### src/rtl/fir3tap_approx.sv
// 3-tap direct-form FIR with floor shift and 16-bit saturation on a registered output.
// Optional macro APPROX_ADD_EN swaps both tap-sum adders for a lower-part-OR approximate adder.
module fir3tap_approx #(
  parameter logic signed [15:0] H0          = 16'sd1,
  parameter logic signed [15:0] H1          = 16'sd2,
  parameter logic signed [15:0] H2          = 16'sd1,
  parameter int                 SHIFT       = 2,
  parameter int                 ACC_W       = 34,
  parameter int                 APPROX_BITS = 2
) (
  input  logic        clk,
  input  logic        rstN,
  input  logic [15:0] x,
  output logic [15:0] y
);

`ifdef APPROX_ADD_EN
  localparam int LOW_BITS = APPROX_BITS;
`else
  localparam int LOW_BITS = APPROX_BITS * 0;
`endif

  // With LOW_BITS=0 the mask is empty and the adder is an exact add.
  localparam logic [ACC_W-1:0] LOW_MASK = (ACC_W'(1) << LOW_BITS) - ACC_W'(1);

  localparam logic signed [ACC_W-1:0] SAT_MAX = ACC_W'(32767);
  localparam logic signed [ACC_W-1:0] SAT_MIN = ACC_W'(-32768);

  function automatic logic [ACC_W-1:0] tap_add(input logic [ACC_W-1:0] a,
                                               input logic [ACC_W-1:0] b);
    logic [ACC_W-1:0] hi;
    hi = (a & ~LOW_MASK) + (b & ~LOW_MASK);
    return hi | ((a | b) & LOW_MASK);
  endfunction

  function automatic logic [ACC_W-1:0] tap_prod(input logic [15:0] h,
                                                input logic [15:0] v);
    logic signed [31:0] p;
    p = $signed({{16{h[15]}}, h}) * $signed({{16{v[15]}}, v});
    return {{(ACC_W-32){p[31]}}, p};
  endfunction

  logic [15:0] x1_q, x1_d;
  logic [15:0] x2_q, x2_d;
  logic [15:0] y_q, y_d;

  logic [ACC_W-1:0]        p0, p1, p2, s1, s;
  logic signed [ACC_W-1:0] r;

  always_comb begin
    x1_d = x;
    x2_d = x1_q;
    p0   = tap_prod(H0, x);
    p1   = tap_prod(H1, x1_q);
    p2   = tap_prod(H2, x2_q);
    s1   = tap_add(p0, p1);
    s    = tap_add(s1, p2);
    r    = $signed(s) >>> SHIFT;
    if (r > SAT_MAX) begin
      y_d = 16'h7fff;
    end else if (r < SAT_MIN) begin
      y_d = 16'h8000;
    end else begin
      y_d = r[15:0];
    end
  end

  always_ff @(posedge clk) begin
    if (rstN) begin
      x1_q <= '0;
      x2_q <= '0;
      y_q  <= '0;
    end else begin
      x1_q <= x1_d;
      x2_q <= x2_d;
      y_q  <= y_d;
    end
  end

  assign y = y_q;

endmodule

### config.mk
export PLATFORM = sky130hd
export DESIGN_NAME = fir3tap_approx
export DESIGN_NICKNAME = d
export VERILOG_FILES = /design/src/rtl/fir3tap_approx.sv
export SDC_FILE = /design/constraint.sdc
export NUM_CORES = 1
export LEC_CHECK = 0
export ABC_AREA = 0
export CELL_PAD_IN_SITES_DETAIL_PLACEMENT = 0
export CELL_PAD_IN_SITES_GLOBAL_PLACEMENT = 1
export CORE_MARGIN = 2
export CORE_UTILIZATION = 43
export DETAILED_ROUTE_END_ITERATION = 7
export PLACE_DENSITY_LB_ADDON = 0.3
export SKIP_LAST_GASP = 1
export SLEW_MARGIN = 25
export SYNTH_ARGS = -nofsm -noshare
export SYNTH_HDL_FRONTEND = slang
export SYNTH_SLANG_ARGS = --single-unit
### constraint.sdc
create_clock -name clk -period 4.51 [get_ports clk]
set_input_delay 0.902 -clock clk [delete_from_list [all_inputs] [get_ports clk]]
set_output_delay 0.902 -clock clk [all_outputs]
set_load 0.005 [all_outputs]
* Word level (Yosys, flattened, before mapping)
Index checks and enable logic that the tools add are counted.
** Word-level totals
- Bits in registers :: 48
- Bits in latches :: 0
- Bits in writable memories :: 0
- ROM bits :: 0
- Input port bits :: 18
- Output and inout bits :: 16
- Logic and storage cells :: 11
- Memories kept :: 0
** Operators by class
- Add/subtract/negate cells :: 2
- Multiply operators :: 0
- Div/mod/pow operators :: 0
- Order comparisons :: 2
- Equal/unequal tests :: 0
- Shift operators :: 0
- Mux-type cells :: 2
- Bitwise operators :: 0
- Reduce and logical (&&, ||, !) cells :: 1
** Operators with widths (count)
- 18-bit by 16-bit adder with 19-bit output :: 1
- 16-bit by 17-bit adder with 18-bit output :: 1
- 17-bit by 16-bit greater-than comparator with 1-bit output (second input constant) :: 1
- 17-bit by 16-bit < comparator with 1-bit output (second input constant) :: 1
- 16-bit two-way mux :: 1
- 15-bit two-way mux :: 1
- 2-bit OR reduction :: 1

* Depth between registers and ports, before layout
Gate-level depths: netlist (run 1).
- Depth in word-level cells :: 5
- Gate-level depth with buffers :: 13
- Depth with buffers taken out :: 12

* Worst setup path after synthesis (run 1)
OpenSTA, ideal clock, no wires.
- Kind :: input-to-reg
- Start :: in x[1]
- End :: reg y_q[7] (netlist: y[7])
- Setup time :: 0.069 ns
- Arrival :: 3.395 ns
- Data required time :: 4.441 ns
- Setup slack :: 1.046 ns
- Stages :: 13
- Path buffers :: 1
- Path through :: inv_1 fa_1 nand3b_4 inv_1 fa_1 a211oi_2 o211ai_2 a21oi_2 o21ai_4 xnor2_4 buf_6 o21ai_1 a21oi_2
** Between the ends
- Word-level cells in the longest chain between the ends :: 5
- Elaborated cells on any way between the ends :: 6
- Those cells by class :: add/sub: 2; order compare: 2; mux: 2
** RTL lines
- start: declaration :: RTL line 13 : input logic [15:0] x,
- 16-bit by 17-bit adder with 18-bit output * :: RTL line 32 : hi = (a & ~LOW_MASK) + (b & ~LOW_MASK);
- 18-bit by 16-bit adder with 19-bit output * :: RTL line 32
- 17-bit by 16-bit < comparator with 1-bit output :: RTL line 61 : end else if (r < SAT_MIN) begin
- 16-bit two-way mux :: RTL line 61
- 15-bit two-way mux * :: RTL line 59 : if (r > SAT_MAX) begin
- end signal: assignment :: RTL line 76 : y_q <= y_d;
- end: declaration :: RTL line 45 : logic [15:0] y_q, y_d;
Every way passes the cells marked *; elsewhere a longest branch is shown, timed or not.
A chain may end at the register's enable or synchronous reset.

* Worst setup path in the final report (run 1)
- Start :: in x[1]
- End :: reg y_q[8] (netlist: y[8])
Same word-level chain as after synthesis.

==> results of run 1 <==
-- area by class of cell --
type	instances	area (um2)
inverters	12	45.0
flip-flops and latches	48	961
well taps	75	93.8
clock buffers	6	82.6
repair buffers	34	333
multi-input cells	189	1640
clock inverters	2	15.0
fillers	575	2860
-- registers in the layout, indices dropped and copies added (netlist names) --
register and flops:
x2_q 16, y 16, x1_q 16
-- power groups by stage --
stage | combinational, uW | clock (uW) | sequential [uW]
after floorplan | 356 | 0 | 509
final | 508 | 271 | 494
after detailed placement | 510 | 0 | 505
after global placement | 507 | 0 | 504
after global routing | 561 | 303 | 501
after CTS | 514 | 284 | 495
-- layout by cell type, fill, tap and decap left out, types with 9 or more instances in the layout --
cell type        instances
inv_1                   12
nor2b_1                 28
clkdlybuf4s50_1         32
fa_1                    17
dfxtp_1                 48
ha_1                    16
nor2_1                  14
xor2_1                   9
a21oi_1                 17
o21ai_2                 11
a21oi_2                 14
nand2_1                 11
-- stage by stage --
stage | area, um2 | worst slack, ns | total power (uW)
6_report | 3170 | 0.556 | 1270
5_1_grt | 3170 | 0.325 | 1360
4_1_cts | 3170 | 0.539 | 1290
3_5_place_dp | 3070 | 0.221 | 1020
3_3_place_gp | 3070 | 0.327 | 1010
2_1_floorplan | 2720 | 1.05 | 865
-- tightest hold or removal path, delay by kind of cell (launching register included) --
family / cells / cell delay (ns)
DFF: 1 / 0.31
and+or+nand+nor: 1 / 0.05
buffers and inverters: 1 / 0.08
-- worst paths after layout --
kind                  end  slack (ns)  cells past startpoint
setup reg to reg     y[8]        1.33                     12
setup / recovery     y[8]        0.56                     13
hold / removal    x2_q[0]        0.47                      2
hold reg to reg   x2_q[0]        0.47                      2
-- kinds of logic (layout without fill, tap and decap cells) --
logic type,Yosys count,after routing,share of synthesized area
buffers and inverters,23,54,0.0424
xor gates and xnor gates,14,14,0.0521
adders and majority gates,33,33,0.199
DFF,48,48,0.354
AOI/OAI and AO/OA,74,74,0.206
and+or+nand+nor,68,68,0.147
-- synthesized netlist by cell type, types with 2 or more instances --
| cell | count | area (um2) |
|---|---|---|
| inv_1 | 12 | 45.0 |
| ha_1 | 16 | 200 |
| o21ai_2 | 11 | 96.3 |
| nor2_1 | 14 | 52.6 |
| o21ai_1 | 2 | 10.0 |
| xor2_1 | 9 | 78.8 |
| a21o_1 | 5 | 37.5 |
| fa_1 | 17 | 340 |
| a21oi_2 | 14 | 123 |
| o211ai_1 | 2 | 15.0 |
| nor2b_1 | 28 | 175 |
| o21ai_0 | 8 | 40.0 |
| clkbuf_1 | 4 | 15.0 |
| nand4_1 | 3 | 18.8 |
| a21oi_1 | 17 | 85.1 |
| xnor2_1 | 4 | 35.0 |
| buf_6 | 3 | 33.8 |
| nand2_1 | 11 | 41.3 |
| nand2_2 | 2 | 12.5 |
| nand3_1 | 3 | 15.0 |
| o31ai_1 | 2 | 15.0 |
| dfxtp_1 | 48 | 961 |
-- per-layer routing --
layer  global-route usage  wire length [um]
met1                0.190              2260
met4               0.0440                70
met3               0.0336               215
met2                0.238              2250
met5                    0                 0
==> impl_metrics.tcl, run 1 <==
set metrics [dict create \
    post-dp-hpwl_um 3710 \
    critPathCaptureType "flip-flop" \
    yosys_warnings 0 \
    routed_wl_um 4800 \
    setup_viol 0 \
    drt-initial-drc-count 61 \
    p_leak_uw 0.00133 \
    worstMarginPinSlew_ns 0.913 \
    first_global_vias 1838 \
    ys_ff_latch 48 \
    drtAntennaViolNets 0 \
    p_sw_uw 436 \
    core_mm2 0.00603 \
    ir_drop_mv 0.183 \
    finalCoreUtilization 0.526 \
    path_delay_family "compound AO/OA/AOI/OAI gates" \
    dr.pass1.iters 4 \
    layoutNonFillerInstCount 366 \
    status "finished clean" \
    hold_class "reg2reg" \
    ios 34 \
    rr_startpoint "x1_q[0]" \
    synth_ff_type "dfxtp_1" \
    combPwrFrac 0.399 \
    finalCritPeriodShare 0.877 \
    syn_avg_cell_area_um2 10.4 \
    worstPathMaxFanout 15 \
    slew_viol_final 0 \
    max-slew-margin-rel 0.391 \
    crit_buf_inv 3 \
    die_y_um 83.5 \
    fin_tns_setup_ns 0 \
    initial_core_util 0.451 \
    async_reset_ff_frac 0 \
    syn_area_mm2 0.00272 \
    grt_pass1_wl_um 8330 \
    grt-ovfl-total 0 \
    wl_per_cell_um 13.1 \
    fin_nets 341 \
    hold_start "x1_q[0]" \
    final_hold_viol_count 0 \
    rsz0062_at_grt "no" \
    grt_start_max_net_pins 49 \
    clk-insertion-delay-late_ns 0.30 \
    worstSetupStartpointType "input pin" \
    post_cts_buffers 0 \
    cts_tree "built" \
    cp_slowest_stage_delay_ns 0.53 \
    p_int_uw 836 \
    layout-drive-gt1-share 0.162 \
    worstPathRequired_ns 4.74 \
    arrival_ns 4.18 \
    ys_seq_area_frac 0.354 \
    clkPwrFrac 0.213 \
    port_buffers 33 \
    crit_type "in2reg" \
    cts-buffers-inserted 5 \
    synthCells 260 \
    placed_cells 358 \
    place_congestion 0.785 \
    die_area_mm2 0.00697 \
    finalHoldWorstSlack_ns 0.473 \
    power.density_mw_per_mm2 401 \
    rows 28 \
    synth-edff-count 0 \
    cts_hold_buf 0 \
    drcViolationCount 0 \
    clock_path_buffers 2 \
    cp_slowest_cell "fa_1" \
    synth_nets 311 \
    crit_chain "clkdlybuf4s50_1 -> inv_1 -> fa_1 -> nand3b_4 -> inv_1 -> fa_1 -> a211oi_2 -> o211ai_2 -> a21oi_2 -> o21ai_4 -> xnor2_4 -> nand2_4 -> a21oi_2" \
    layout_min_cycle_time_ns 3.95 \
    chipWidth_um 83.5 \
    switching_share 0.343 \
    antenna_found_initial 0 \
    area_delta_synth_final_pct 16.7 \
    clock-root-buffer "clkbuf_8" \
    grt_usage 0.145 \
    viasPerCell 5.06 \
    power_frac_seq 0.388 \
    antenna_cells 0 \
    startpoint "x[1]" \
    cts-resized-gates 0 \
    timing.fmax_mhz 253 \
    cap_viol_max_count 0 \
    clk_pin_slew_ns 0.09 \
    synth.distinct_cells 47 \
    fin_skew_ns 0.00589 \
    cts_max_level 2 \
    cts.sinks 48 \
    vias 1852 \
]
Power figures use the tool's default switching activity.
==> run 2: changes to the inputs <==
Clock period 4.51 ns to 3.7 ns, I/O delays scaled along.
==> impl_metrics.tcl, run 2 (synthesized netlist as in run 1, its figures left out) <==
set metrics [dict create \
    status "finished clean" \
    core_mm2 0.00603 \
    final_hold_viol_count 0 \
    layout_min_cycle_time_ns 3.51 \
    worstMarginPinSlew_ns 0.907 \
    grt-ovfl-total 0 \
    first_global_vias 1880 \
    viasPerCell 4.99 \
    critPathCaptureType "flip-flop" \
    arrival_ns 3.66 \
    antenna_cells 0 \
    ios 34 \
    layoutNonFillerInstCount 386 \
    cts.sinks 48 \
    slew_viol_final 0 \
    cts-buffers-inserted 5 \
    use_met1 0.193 \
    power_frac_seq 0.363 \
    met3_usage 0.0257 \
    ir_drop_mv 0.237 \
    cap_viol_max_count 0 \
    cts_tree "built" \
    finalHoldWorstSlack_ns 0.478 \
    post-dp-hpwl_um 3750 \
    crit_end "y[10]" \
    finalCritPeriodShare 0.949 \
    layout-drive-gt1-share 0.215 \
    worstSetupStartpointType "input pin" \
    fillers 533 \
    clk-insertion-delay-late_ns 0.29 \
    cts-resized-gates 0 \
    final_cell_mix "dfxtp_1 (48), clkdlybuf4s50_1 (32), nor2b_1 (28)" \
    area_delta_synth_final_pct 23.5 \
    rows 28 \
    drtAntennaViolNets 0 \
    dpl_cell_area_mm2 0.00321 \
    final_common_cell "dfxtp_1" \
    cts_max_level 2 \
    r2r_slack_ns 0.81 \
    postLayoutCellArea_mm2 0.00335 \
    combPwrFrac 0.400 \
    p_leak_uw 0.00144 \
    worstPathRequired_ns 3.85 \
    clkPwrFrac 0.238 \
    max-slew-margin-rel 0.396 \
    wl_per_cell_um 12.4 \
    grt_busiest_layer "met2" \
    power.density_mw_per_mm2 496 \
    fin_nets 361 \
    place_ws_ns -0.177 \
    grt_start_max_net_pins 49 \
    vias 1926 \
    setup_slack_ns 0.189 \
    grt_usage 0.143 \
    hold_class "reg2reg" \
    port_buffers 33 \
    clock_path_buffers 2 \
    grt_pass1_wl_um 8310 \
    clock-root-buffer "clkbuf_8" \
    die_y_um 83.5 \
    crit_type "in2reg" \
    p_int_uw 1130 \
    timing.fmax_mhz 285 \
    drt-initial-drc-count 66 \
    p_sw_uw 532 \
    power_uw 1660 \
    grt_util_met2 0.236 \
    rsz0062_at_grt "no" \
    placed_cells 377 \
    worstPathMaxFanout 5 \
    startpoint "x[1]" \
    place_congestion 0.809 \
    initial_core_util 0.451 \
    fin_skew_ns 0.00578 \
    setup_viol 0 \
    die_area_mm2 0.00697 \
    chipWidth_um 83.5 \
    switching_share 0.320 \
    routed_wl_um 4770 \
    r2r_end "y[10]" \
    worst_r2r_path_depth 13 \
    drcViolationCount 0 \
    clk_pin_slew_ns 0.09 \
    antenna_found_initial 0 \
    dr.pass1.iters 4 \
    rr_startpoint "x1_q[0]" \
]
## run 2: repair_timing
action | 4_1_cts | 5_1_grt
hold buffers | 0 | 0
buffers inserted | 0 | 0
endpoints found under the setup margin | 0 | 15
## run 2: worst min path at each step
| stage | cells after the start | slack, ns | startpoint | to |
|---|---|---|---|---|
| global placement | 2 | 0.47 | x1_q[0] | x2_q[0] |
| global route | 1 | 0.50 | x1_q[12] | x2_q[12] |
| detailed placement | 2 | 0.47 | x1_q[0] | x2_q[0] |
| finish | 2 | 0.48 | x1_q[0] | x2_q[0] |
| floorplan | 2 | 0.45 | x1_q[0] | x2_q[0] |
| CTS | 2 | 0.48 | x1_q[0] | x2_q[0] |
## run 2: area by class of cell
class	instances	area, um2	share of cell area
repair buffers	53	475	0.142
inverters	12	45.0	0.0134
well taps	75	93.8	0.0280
multi-input cells	190	1660	0.494
clock inverters	2	38.8	0.0116
clock buffers	6	82.6	0.0246
flip-flops and latches	48	961	0.287
## run 2: power by group through the flow
stage | Sequential, uW | Combinational [uW] | Clock (uW)
floorplan | 620 | 434 | 0
global placement | 614 | 659 | 0
detailed placement | 616 | 659 | 0
CTS | 604 | 664 | 406
global route | 610 | 734 | 432
finish | 602 | 664 | 395
## run 2: critical path, cell delays in order
cell and delay (ns):
clkdlybuf4s50_1 0.45, inv_1 0.06, fa_1 0.54, nand3b_4 0.13, inv_1 0.05, fa_1 0.39
a211oi_2 0.28, o211ai_2 0.11, a21oi_2 0.22, o21ai_4 0.12, xnor2_4 0.18, buf_4 0.18
o21ai_2 0.14, a21oi_2 0.07
## run 2: metrics by stage
step                      setup TNS, ns   util
after floorplan                       0      -
after global placement            -1.85  0.533
after detailed placement          -2.36  0.533
after CTS                             0  0.554
after global routing                  0  0.556
final                                 0  0.556
## run 2: per-layer routing
layer  vias to the layer above  share of wire
li1                        991              -
met1                       902           0.48
met2                        28           0.47
met3                         5          0.032
met4                         0         0.0096
met5                         -              0
==> run 3: changes to the inputs <==
Settings changed: CORE_ASPECT_RATIO from default to 0.9.
==> impl_metrics.tcl, run 3 (synthesized netlist as in run 1, its figures left out) <==
set metrics [dict create \
    status "finished clean" \
    finalCritPeriodShare 0.948 \
    r2r_slack_ns 0.81 \
    core_mm2 0.00611 \
    rsz0062_at_grt "no" \
    final_common_cell "dfxtp_1" \
    cts_tree "built" \
    slew_viol_final 0 \
    chipWidth_um 87.8 \
    arrival_ns 3.73 \
    worst_r2r_path_depth 13 \
    fin_skew_ns 0.00687 \
    port_buffers 33 \
    critPathCaptureType "flip-flop" \
    cts_hold_buf 0 \
    cts.sinks 48 \
    ios 34 \
    die_y_um 79.4 \
    final_hold_viol_count 0 \
    clk-insertion-delay-late_ns 0.30 \
    worstSetupStartpointType "input pin" \
    ir_drop_mv 0.177 \
    grt_usage 0.150 \
    postLayoutCellArea_mm2 0.00334 \
    worstPathMaxFanout 6 \
    switching_share 0.332 \
    cts-buffers-inserted 5 \
    rr_startpoint "x1_q[0]" \
    area_delta_synth_final_pct 22.9 \
    setup_viol 0 \
    fin_tns_setup_ns 0 \
    finalHoldWorstSlack_ns 0.473 \
    crit_type "in2reg" \
    post-dp-hpwl_um 3730 \
    vias 1877 \
    dr.pass1.iters 4 \
    dpl_cell_area_mm2 0.00324 \
    drcViolationCount 0 \
    grt-ovfl-total 0 \
    p_int_uw 1040 \
    drtAntennaViolNets 0 \
    routed_wl_um 4680 \
    p_sw_uw 516 \
    die_area_mm2 0.00697 \
    rows 27 \
    drt-initial-drc-count 58 \
    worstHoldPathCells 2 \
    finalCoreUtilization 0.546 \
    r2r_end "y[13]" \
    clock-root-buffer "clkbuf_8" \
    cp_slowest_cell "fa_1" \
    initial_core_util 0.444 \
    antenna_cells 0 \
    crit_chain "clkdlybuf4s50_1 -> inv_1 -> fa_1 -> nand3b_4 -> inv_1 -> fa_1 -> a211oi_2 -> o211ai_2 -> a21oi_2 -> o21ai_4 -> xnor2_4 -> buf_4 -> o21ai_2 -> a21oi_2" \
    combPwrFrac 0.429 \
    max-slew-margin-rel 0.391 \
    cts_max_level 2 \
    power_frac_seq 0.386 \
    p_leak_uw 0.00143 \
    place_congestion 0.813 \
    viasPerCell 4.70 \
    hold_start "x1_q[1]" \
    layout-drive-gt1-share 0.215 \
    cp_slowest_stage_delay_ns 0.53 \
    clock_path_buffers 2 \
    layout_min_cycle_time_ns 3.51 \
    wl_per_cell_um 11.7 \
    cts-resized-gates 0 \
    fin_nets 363 \
    clkPwrFrac 0.185 \
    final_cell_mix "dfxtp_1 (48), clkdlybuf4s50_1 (32), nor2b_1 (28)" \
    hold-path-endpoint "x2_q[1]" \
    grt_start_max_net_pins 49 \
    clk_pin_slew_ns 0.08 \
    first_global_vias 1828 \
    antenna_found_initial 0 \
    hold_class "reg2reg" \
    timing.fmax_mhz 285 \
    power.density_mw_per_mm2 467 \
    cap_viol_max_count 0 \
    grt_pass1_wl_um 8260 \
    worstPathRequired_ns 3.93 \
    post_cts_buffers 0 \
    worstMarginPinSlew_ns 0.914 \
]
run 3: per-layer routing:
layer | track usage | up-vias | share of wire
met5 | 0 | - | 0
met4 | 0.0508 | 0 | 0.015
met3 | 0.0341 | 6 | 0.036
met2 | 0.220 | 34 | 0.41
met1 | 0.218 | 841 | 0.54
li1 | - | 996 | -
run 3: power by group through the flow:
stage          clock network [uW]  logic [uW]  registers [uW]
6_report                      289         668             601
5_1_grt                       315         742             607
4_1_cts                       301         666             603
3_5_place_dp                    0         662             615
3_3_place_gp                    0         659             614
2_1_floorplan                   0         434             620
run 3: how the worst max path moves through the flow:
stage / start / to / slack, ns / depth (start not counted)
after floorplan: x[1] / y[7] / 0.40 / 13
after global routing: x[1] / y[9] / 0.01 / 14
after global placement: x[1] / y[12] / -0.08 / 14
final: x[1] / y[13] / 0.19 / 14
after detailed placement: x[1] / y[13] / -0.19 / 14
after CTS: x[1] / y[13] / 0.11 / 14
run 3: area by class of cell:
| cell class | instances | area (um2) |
|---|---|---|
| multi-input cells | 190 | 1660 |
| repair buffers | 55 | 490 |
| clock buffers | 6 | 72.6 |
| fillers | 552 | 2780 |
| inverters | 12 | 45.0 |
| clock inverters | 1 | 5.00 |
| well taps | 87 | 109 |
| flip-flops and latches | 48 | 961 |
run 3: worst max-delay path: cells and delay by family:
kind	cells	cell delay, ns
buffers and inverters	4	0.77
xor gates and xnor gates	1	0.25
and+or+nand+nor	1	0.12
AOI/OAI and AO/OA	6	0.91
adders and majority gates	2	0.93
run 3: through the flow:
step | power, uW | std cells | worst slack (ns)
6_report | 1560 | 399 | 0.194
5_1_grt | 1660 | 399 | 0.0120
4_1_cts | 1570 | 398 | 0.112
3_5_place_dp | 1280 | 391 | -0.193
3_3_place_gp | 1270 | 391 | -0.0831
2_1_floorplan | 1050 | 260 | 0.398
